$ cat config.mk
export PLATFORM = sky130hd
export DESIGN_NAME = ddr_read_path
export DESIGN_NICKNAME = d
export VERILOG_FILES = /design/src/rtl/ddr_pkg.sv /design/src/rtl/ddr_rdfifo.sv /design/src/rtl/ddr_read_path.sv
export SDC_FILE = /design/constraint.sdc
export NUM_CORES = 1
export LEC_CHECK = 0
export BUFFER_PORTS_ARGS = -buffer_cell sky130_fd_sc_hd__clkbuf_2
export CORE_MARGIN = 2
export CORE_UTILIZATION = 45
export DETAILED_ROUTE_END_ITERATION = 12
export PLACE_DENSITY = 0.62
export SLEW_MARGIN = 20
export SYNTH_ARGS = -nofsm -noshare
export SYNTH_HDL_FRONTEND = slang
export SYNTH_SLANG_ARGS = --single-unit
$ cat constraint.sdc
create_clock -name clock_i -period 4.76 [get_ports clock_i]
set_input_delay 0.476 -clock clock_i [delete_from_list [all_inputs] [get_ports clock_i]]
set_output_delay 0.476 -clock clock_i [all_outputs]
set_load 0.01 [all_outputs]
$ cat src/rtl/ddr_pkg.sv
// Shared constants for the DDR SDRAM data paths: bus geometry and the
// legal CAS / burst ranges checked when the read and write paths elaborate.
package ddr_pkg;
    localparam int DQ_WIDTH   = 16;
    localparam int WORD_WIDTH = 32;
    localparam int LANES      = 2;

    localparam int CAS_MIN   = 2;
    localparam int CAS_MAX   = 8;
    localparam int BURST_MIN = 1;
    localparam int BURST_MAX = 4;

    function automatic bit is_pow2(input int v);
        return (v > 0) && ((v & (v - 1)) == 0);
    endfunction
endpackage

$ cat src/rtl/ddr_rdfifo.sv
// Synchronous show-ahead FIFO: the head word sits on data_o whenever valid_o
// is high, and data_o reads as zero while the FIFO is empty.
module ddr_rdfifo
    import ddr_pkg::*;
#(
    parameter int WIDTH = WORD_WIDTH,
    parameter int DEPTH = 8
) (
    input  logic                     clock_i,
    input  logic                     reset_i,
    input  logic                     push_i,
    input  logic [WIDTH-1:0]         data_i,
    input  logic                     ready_i,
    output logic [WIDTH-1:0]         data_o,
    output logic                     valid_o,
    output logic [$clog2(DEPTH):0]   count_o
);
    localparam int AW = $clog2(DEPTH);

    logic [WIDTH-1:0] mem_q [DEPTH];
    logic [AW-1:0]    wr_q, rd_q;
    logic [AW:0]      count_q, count_d;
    logic             pop;

    assign valid_o = (count_q != '0);
    assign pop     = valid_o && ready_i;
    assign data_o  = valid_o ? mem_q[rd_q] : '0;
    assign count_o = count_q;

    always_comb begin
        count_d = count_q;
        if (push_i && !pop) count_d = count_q + (AW+1)'(1);
        if (pop && !push_i) count_d = count_q - (AW+1)'(1);
    end

    always_ff @(posedge clock_i) begin
        if (reset_i) begin
            wr_q    <= '0;
            rd_q    <= '0;
            count_q <= '0;
        end else begin
            if (push_i) wr_q <= wr_q + AW'(1);
            if (pop)    rd_q <= rd_q + AW'(1);
            count_q <= count_d;
        end
    end

    // Storage carries no reset; stale entries are never visible past count_q.
    always_ff @(posedge clock_i) begin
        if (push_i) mem_q[wr_q] <= data_i;
    end

    a_no_overflow: assert property (@(posedge clock_i) disable iff (reset_i)
        !(push_i && !pop && count_q == (AW+1)'(DEPTH)));
endmodule

$ cat src/rtl/ddr_read_path.sv
// DDR read data path: times IOB capture strobes from READ commands, buffers
// the returned words and hands them to the consumer with valid/ready.
module ddr_read_path
    import ddr_pkg::*;
#(
    parameter int CAS_LATENCY = 3,
    parameter int BURST_WORDS = 2,
    parameter int FIFO_DEPTH  = 8
) (
    input  logic                  clock_i,
    input  logic                  reset_i,
    input  logic                  rd_cmd_i,
    output logic                  rd_ready_o,
    output logic [LANES-1:0]      capture_o,
    input  logic [WORD_WIDTH-1:0] data_i,
    output logic [WORD_WIDTH-1:0] data_o,
    output logic                  valid_o,
    input  logic                  ready_i,
    output logic                  busy_o,
    output logic                  cmd_err_o
);
    localparam int SR_LEN = CAS_LATENCY + BURST_WORDS + 1;
    localparam int CW     = $clog2(FIFO_DEPTH) + 1;

    if (CAS_LATENCY < CAS_MIN || CAS_LATENCY > CAS_MAX) begin : g_bad_cl
        $error("ddr_read_path: CAS_LATENCY out of range");
    end
    if (BURST_WORDS < BURST_MIN || BURST_WORDS > BURST_MAX) begin : g_bad_bw
        $error("ddr_read_path: BURST_WORDS out of range");
    end
    if (!is_pow2(FIFO_DEPTH) || FIFO_DEPTH < 2 * BURST_WORDS) begin : g_bad_depth
        $error("ddr_read_path: FIFO_DEPTH must be a power of two >= 2*BURST_WORDS");
    end

    // sr_q[k] is set k+1 cycles after an accepted command.
    logic [SR_LEN-1:0] sr_q, sr_d;
    logic [CW-1:0]     wif_q, wif_d;
    logic [CW-1:0]     fifo_count;
    logic              err_q, err_d;
    logic              accept, push, too_soon, strobe;
    logic [CW:0]       credit_used;

    always_comb begin
        too_soon = 1'b0;
        for (int k = 0; k < BURST_WORDS - 1; k++) too_soon = too_soon | sr_q[k];
    end

    assign credit_used = {1'b0, fifo_count} + {1'b0, wif_q} + (CW+1)'(BURST_WORDS);
    assign rd_ready_o  = (credit_used <= (CW+1)'(FIFO_DEPTH));
    assign accept      = rd_cmd_i && rd_ready_o && !too_soon;

    // Strobe window, then the same window one cycle later for the IOB register.
    assign strobe    = |sr_q[CAS_LATENCY-1 +: BURST_WORDS];
    assign push      = |sr_q[CAS_LATENCY +: BURST_WORDS];
    assign capture_o = {LANES{strobe}};
    assign busy_o    = (wif_q != '0) || (|sr_q);
    assign cmd_err_o = err_q;

    always_comb begin
        sr_d  = {sr_q[SR_LEN-2:0], accept};
        err_d = err_q | (rd_cmd_i && !accept);
        wif_d = wif_q;
        if (accept) wif_d = wif_d + CW'(BURST_WORDS);
        if (push)   wif_d = wif_d - CW'(1);
    end

    always_ff @(posedge clock_i) begin
        if (reset_i) begin
            sr_q  <= '0;
            wif_q <= '0;
            err_q <= 1'b0;
        end else begin
            sr_q  <= sr_d;
            wif_q <= wif_d;
            err_q <= err_d;
        end
    end

    ddr_rdfifo #(
        .WIDTH (WORD_WIDTH),
        .DEPTH (FIFO_DEPTH)
    ) u_fifo (
        .clock_i (clock_i),
        .reset_i (reset_i),
        .push_i  (push),
        .data_i  (data_i),
        .ready_i (ready_i),
        .data_o  (data_o),
        .valid_o (valid_o),
        .count_o (fifo_count)
    );
endmodule

# Word level (Yosys, flattened, before mapping)
# Memories as Yosys holds them, arrays and structs flattened. A register that Yosys moved wholly into a read port is not among the register bits.
# Cells that the tools add are included.
[totals] ff_bits=21 latchBits=0 ram_bits=256 romBits=0 input_bits=36 out_inout_bits=38 n_memories=1
[classes] add_sub_neg=8 mul=0 div=0 order_cmp=1 eq_ne=0 n_shift=0 n_mux=9 n_bitwise=1 n_reduce_logical=17
[mem_list] memory="u_fifo.mem_q" depth=8 word_bits=32 read_ports=1 rd_clocked_by_memory_dff=1 wr=1 line_no="ddr_rdfifo.sv:20" rtl="logic [WIDTH-1:0] mem_q [DEPTH];"
[ops] operator="$mux W32" count=1
[ops] operator="$mux W4" count=4
[ops] operator="$reduce_bool A4 Y1" count=2
[ops] operator="$sub A4 B1 Y4 const B" count=2
[ops] operator="$add A3 B1 Y3 const B" count=2
[ops] operator="$logic_and A1 B1 Y1" count=6
[ops] operator="$mux W3" count=2
[ops] operator="$reduce_or A6 Y1" count=1
[ops] operator="$add A4 B4 Y5" count=1
[ops] operator="$add A5 B2 Y5 const B" count=1
[ops] operator="$le A5 B4 Y1 const B" count=1
[ops] operator="$add A4 B1 Y4 const B" count=1
[ops] operator="$add A4 B2 Y4 const B" count=1
[ops] operator="$logic_not A1 Y1" count=4
[ops] operator="$reduce_or A2 Y1" count=2
[ops] operator="$mux W1" count=2
[ops] operator="$reduce_bool A2 Y1" count=1
[ops] operator="$logic_or A1 B1 Y1" count=1
[ops] operator="$or A1 B1 Y1" count=1

# Longest topological paths before layout
[depth] ltp_word=8 ltp_mapped=13

# Cells and area by module
# A second synthesis with hierarchy kept.
[hier_totals] hier_cells=555 area_unflattened_um2=11096.9
[by_module_without_submodules] module="ddr_rdfifo" instances=1 cells_each=477 area_each_um2=10387.5 seq_area_each_um2=7947.6
[by_module_without_submodules] module="ddr_read_path" instances=1 cells_each=78 area_each_um2=709.4 seq_area_each_um2=220.2

# Least setup slack after synthesis
# Ideal clock, no wire load.
[synth_path] kind="reg2reg" startpoint="reg sr_q[4]" endpoint="mem u_fifo.mem_q[0][0] (netlist name) (enable)" setup_time_ps=461 arrival_ps=2899 t_required_ps=4299 slack_ps=1399 path_stages_with_launch=5 synth_period_minus_slack_ps=3361 path_cell_list="dfxtp_1 > or2_2 > buf_2 > nand2b_1 > nor3_1"
[synth_between] elab_chain_cells=3
[synth_rtl] element="from (decl)" line_no="ddr_read_path.sv:36" rtl="logic [SR_LEN-1:0] sr_q, sr_d;"
[synth_rtl] element="from (signal assigned)" line_no="ddr_read_path.sv:73" rtl="sr_q <= sr_d;"
[synth_rtl] element="$reduce_or A2 Y1" line_no="ddr_read_path.sv:54" rtl="assign push = |sr_q[CAS_LATENCY +: BURST_WORDS];"
[synth_rtl] element="$mux W1" line_no="ddr_rdfifo.sv:50" rtl="if (push_i) mem_q[wr_q] <= data_i;"
[synth_rtl] element="$mux W1 (implied by the code)" line_no="ddr_rdfifo.sv:50"
[synth_rtl] element="to (decl)" line_no="ddr_rdfifo.sv:20"
# Every way passes these cells.

==> flow_metrics.env <==
export IMPL_run_status="finished, final reports clean"
export IMPL_viasPerCell=5.419
export IMPL_chipHeight_um=160.2
export IMPL_core_rowCount=57
export IMPL_final_min_period_over_clock_period_pct=68.78
export IMPL_clk_pin_slew_worst_paths_ps=60
export IMPL_slew_headroom_pct=34.49
export IMPL_synth_edf_count=256
export IMPL_cts_path_max_buffers=3
export IMPL_floorplan_initialDensity_pct=45.55
export IMPL_grt_max_degree=65
export IMPL_synth_sequential_area_ratio_pct=74.38
export IMPL_synthDistinctLibCells=36
export IMPL_die_w_um=160.2
export IMPL_endpoint_kind="primary output"
export IMPL_ir_worst_vdd_mv=0.2335
export IMPL_tritoncts="done"
export IMPL_final_hold_slack_ps=196.7
export IMPL_worst_pin_slew_ps=982.6
export IMPL_count_of_mapped_cells_out_of_synthesis=554
export IMPL_drt_pre_antenna_iters=4
export IMPL_yosysWarnings=0
export IMPL_timing_worst_setup_path_type="reg -> out"
export IMPL_syn_nets=606
export IMPL_post_layout_min_period_ps=3274
export IMPL_totalNegativeSetupSlack_ps=0
export IMPL_post_dp_cell_area_mm2=0.01180
export IMPL_drt_iter0_drc=342
export IMPL_finish_net_count=694
export IMPL_max_clock_freq_mhz=305.5
export IMPL_cts_hold_buf=0
export IMPL_hold_class="in -> reg"
export IMPL_layout_drive_gt1_share_pct=30.66
export IMPL_io_buffer_count=73
export IMPL_post_cts_buffers=0
export IMPL_yosys_most_used_dff="sky130_fd_sc_hd__edfxtp_1"
export IMPL_layout_cell_area_non_filler_mm2=0.01266
export IMPL_vias=5349
export IMPL_leakagePower_nw=4.108
export IMPL_post_route_drc_count=0
export IMPL_detail_route_antenna_nets=0
export IMPL_global_routing_usage_summed_across_all_routing_layers_pct=16.82
export IMPL_clock_latency_ps=540
export IMPL_setup_violations=0
export IMPL_gr_total_overflow=0
export IMPL_htree_levels=1
export IMPL_inserted_clock_buffers=28
export IMPL_rsz0062_at_grt="false"
export IMPL_postRouteWirelength_um=20830
export IMPL_detailed_place_hpwl_um=11530
export IMPL_p_per_area_mw_per_mm2=429.7
export IMPL_path_max_fanout=46
export IMPL_dieArea_mm2=0.02567
export IMPL_clk_root_buf="sky130_fd_sc_hd__clkbuf_16"
export IMPL_cp_data_required_time_ps=4280
export IMPL_synthArstFlopShare_pct=0
export IMPL_cts_resized=0
export IMPL_synth_avg_cell_area_um2=19.82
export IMPL_maxCapViolations=0
export IMPL_placeableCoreArea_mm2=0.02411
export IMPL_area_growth_pct=15.26
export IMPL_final_setup_skew_ps=18.29
export IMPL_timing_hold_violations_final=0
export IMPL_antenna_found_initial=1
export IMPL_ioPinCount=74
export IMPL_mappedNetlistArea_mm2=0.01098
export IMPL_critical_path_arrival_ps=2800
export IMPL_drv_slew=0
export IMPL_cts_sinks=280
export IMPL_wire_length_of_the_first_global_routing_pass_um=33120
export IMPL_flops_latches_synth=280
export IMPL_via_count_of_the_first_global_routing_pass=5816
export IMPL_critPathLaunchType="flip-flop"
export IMPL_globalplace_congestion=0.7316
export IMPL_routedWlPerCell_um=21.10
[area by class of cell]
class | count | area, um2
clock inverter | 13 | 123.9
sequential | 280 | 8177
tap | 324 | 405.4
fill | 1988 | 11450
multi-input combinational | 238 | 2724
inverter | 9 | 33.78
timing repair buffer | 85 | 455.4
clock buffer | 37 | 734.5
antenna | 1 | 2.502
[worst max-delay path, stage by stage (launching register included)]
cell and delay, ps:
sky130_fd_sc_hd__dfxtp_4 960, sky130_fd_sc_hd__buf_4 390, sky130_fd_sc_hd__mux4_2 540, sky130_fd_sc_hd__mux2i_1 130
sky130_fd_sc_hd__nor2_1 80, sky130_fd_sc_hd__clkbuf_2 160
[cell families after synthesis]
| kind of cell | after synthesis | synth area share (%) |
|---|---|---|
| compound gates | 22 | 1.242 |
| xor+xnor | 9 | 0.7178 |
| fa+ha+maj | 16 | 1.960 |
| buf+inv | 36 | 1.390 |
| flops | 280 | 74.38 |
| mux | 101 | 16.52 |
| simple gates | 90 | 3.783 |
[cell usage in the layout (no fill, tap or decap), types with 4 or more instances in the layout]
master,instances
sky130_fd_sc_hd__a21oi_1,10
sky130_fd_sc_hd__buf_4,12
sky130_fd_sc_hd__clkbuf_1,9
sky130_fd_sc_hd__clkbuf_16,28
sky130_fd_sc_hd__clkbuf_2,73
sky130_fd_sc_hd__clkinv_1,6
sky130_fd_sc_hd__dfxtp_1,21
sky130_fd_sc_hd__edfxtp_1,256
sky130_fd_sc_hd__ha_1,14
sky130_fd_sc_hd__inv_1,9
sky130_fd_sc_hd__mux2i_1,35
sky130_fd_sc_hd__mux4_2,64
sky130_fd_sc_hd__nand2_1,10
sky130_fd_sc_hd__nand2b_1,4
sky130_fd_sc_hd__nor2_1,48
sky130_fd_sc_hd__nor2_4,6
sky130_fd_sc_hd__nor2b_1,6
sky130_fd_sc_hd__nor3_1,4
sky130_fd_sc_hd__xnor2_1,5
sky130_fd_sc_hd__xor2_1,4
[metal layers]
metal	track usage, %	share of wire [%]
met3	3.247	4.4
met2	28.71	51
met4	4.054	1.9
met1	22.55	43
met5	0	0
[power by group]
group          internal (mW)  switching, mW  total, mW  leakage (nW)
sequential              2.71         0.0795       2.78          2.50
combinational          0.309          0.313      0.622          1.20
clock                   1.19          0.842       2.03         0.408
total                   4.20           1.23       5.44          4.11
[sequential cells by signal, indices dropped and copies added (netlist names), named ones only]
| signal | flops |
|---|---|
| sr_q | 6 |
| u_fifo.wr_q | 3 |
| u_fifo.mem_q | 256 |
| u_fifo.rd_q | 3 |
| cmd_err_o | 1 |
| u_fifo.count_o | 4 |
| wif_q | 4 |
[cell usage after synthesis, types with 3 or more instances]
cell type	count	area, um2
sky130_fd_sc_hd__edfxtp_1	256	7687
sky130_fd_sc_hd__mux4_2	64	1441
sky130_fd_sc_hd__nor2_1	54	202.7
sky130_fd_sc_hd__mux2i_1	35	350.3
sky130_fd_sc_hd__dfxtp_1	24	480.5
sky130_fd_sc_hd__clkbuf_1	14	52.55
sky130_fd_sc_hd__ha_1	14	175.2
sky130_fd_sc_hd__a21oi_1	10	50.05
sky130_fd_sc_hd__nand2_1	10	37.54
sky130_fd_sc_hd__inv_1	9	33.78
sky130_fd_sc_hd__buf_2	8	40.04
sky130_fd_sc_hd__nor2b_1	6	37.54
sky130_fd_sc_hd__nor3_1	6	30.03
sky130_fd_sc_hd__xnor2_1	5	43.79
sky130_fd_sc_hd__nand2b_1	4	25.02
sky130_fd_sc_hd__xor2_1	4	35.03
sky130_fd_sc_hd__a21o_1	3	22.52
sky130_fd_sc_hd__buf_1	3	11.26
sky130_fd_sc_hd__o21ai_0	3	15.01
[metrics by stage]
step | utilization (%) | instances | worst slack (ps) | power (mW)
global route | 52.50 | 987 | 1184 | 5.674
floorplan | - | 554 | 1399 | 3.243
CTS | 52.49 | 986 | 1368 | 5.515
detailed placement | 48.93 | 936 | 1754 | 3.478
finish | 52.50 | 987 | 1486 | 5.438
global placement | 48.93 | 936 | 1876 | 3.458
[path summary, 6_finish.rpt]
kind                end  cells after the start               from  slack [ps]
max          data_o[26]                      5          flip-flop        1490
min           cmd_err_o                      3           rd_cmd_i         200
max reg2reg    wif_q[2]                     12  u_fifo.count_o[1]        1740
min reg2reg     sr_q[3]                      1            sr_q[2]         460
Power figures use the tool's default switching activity.
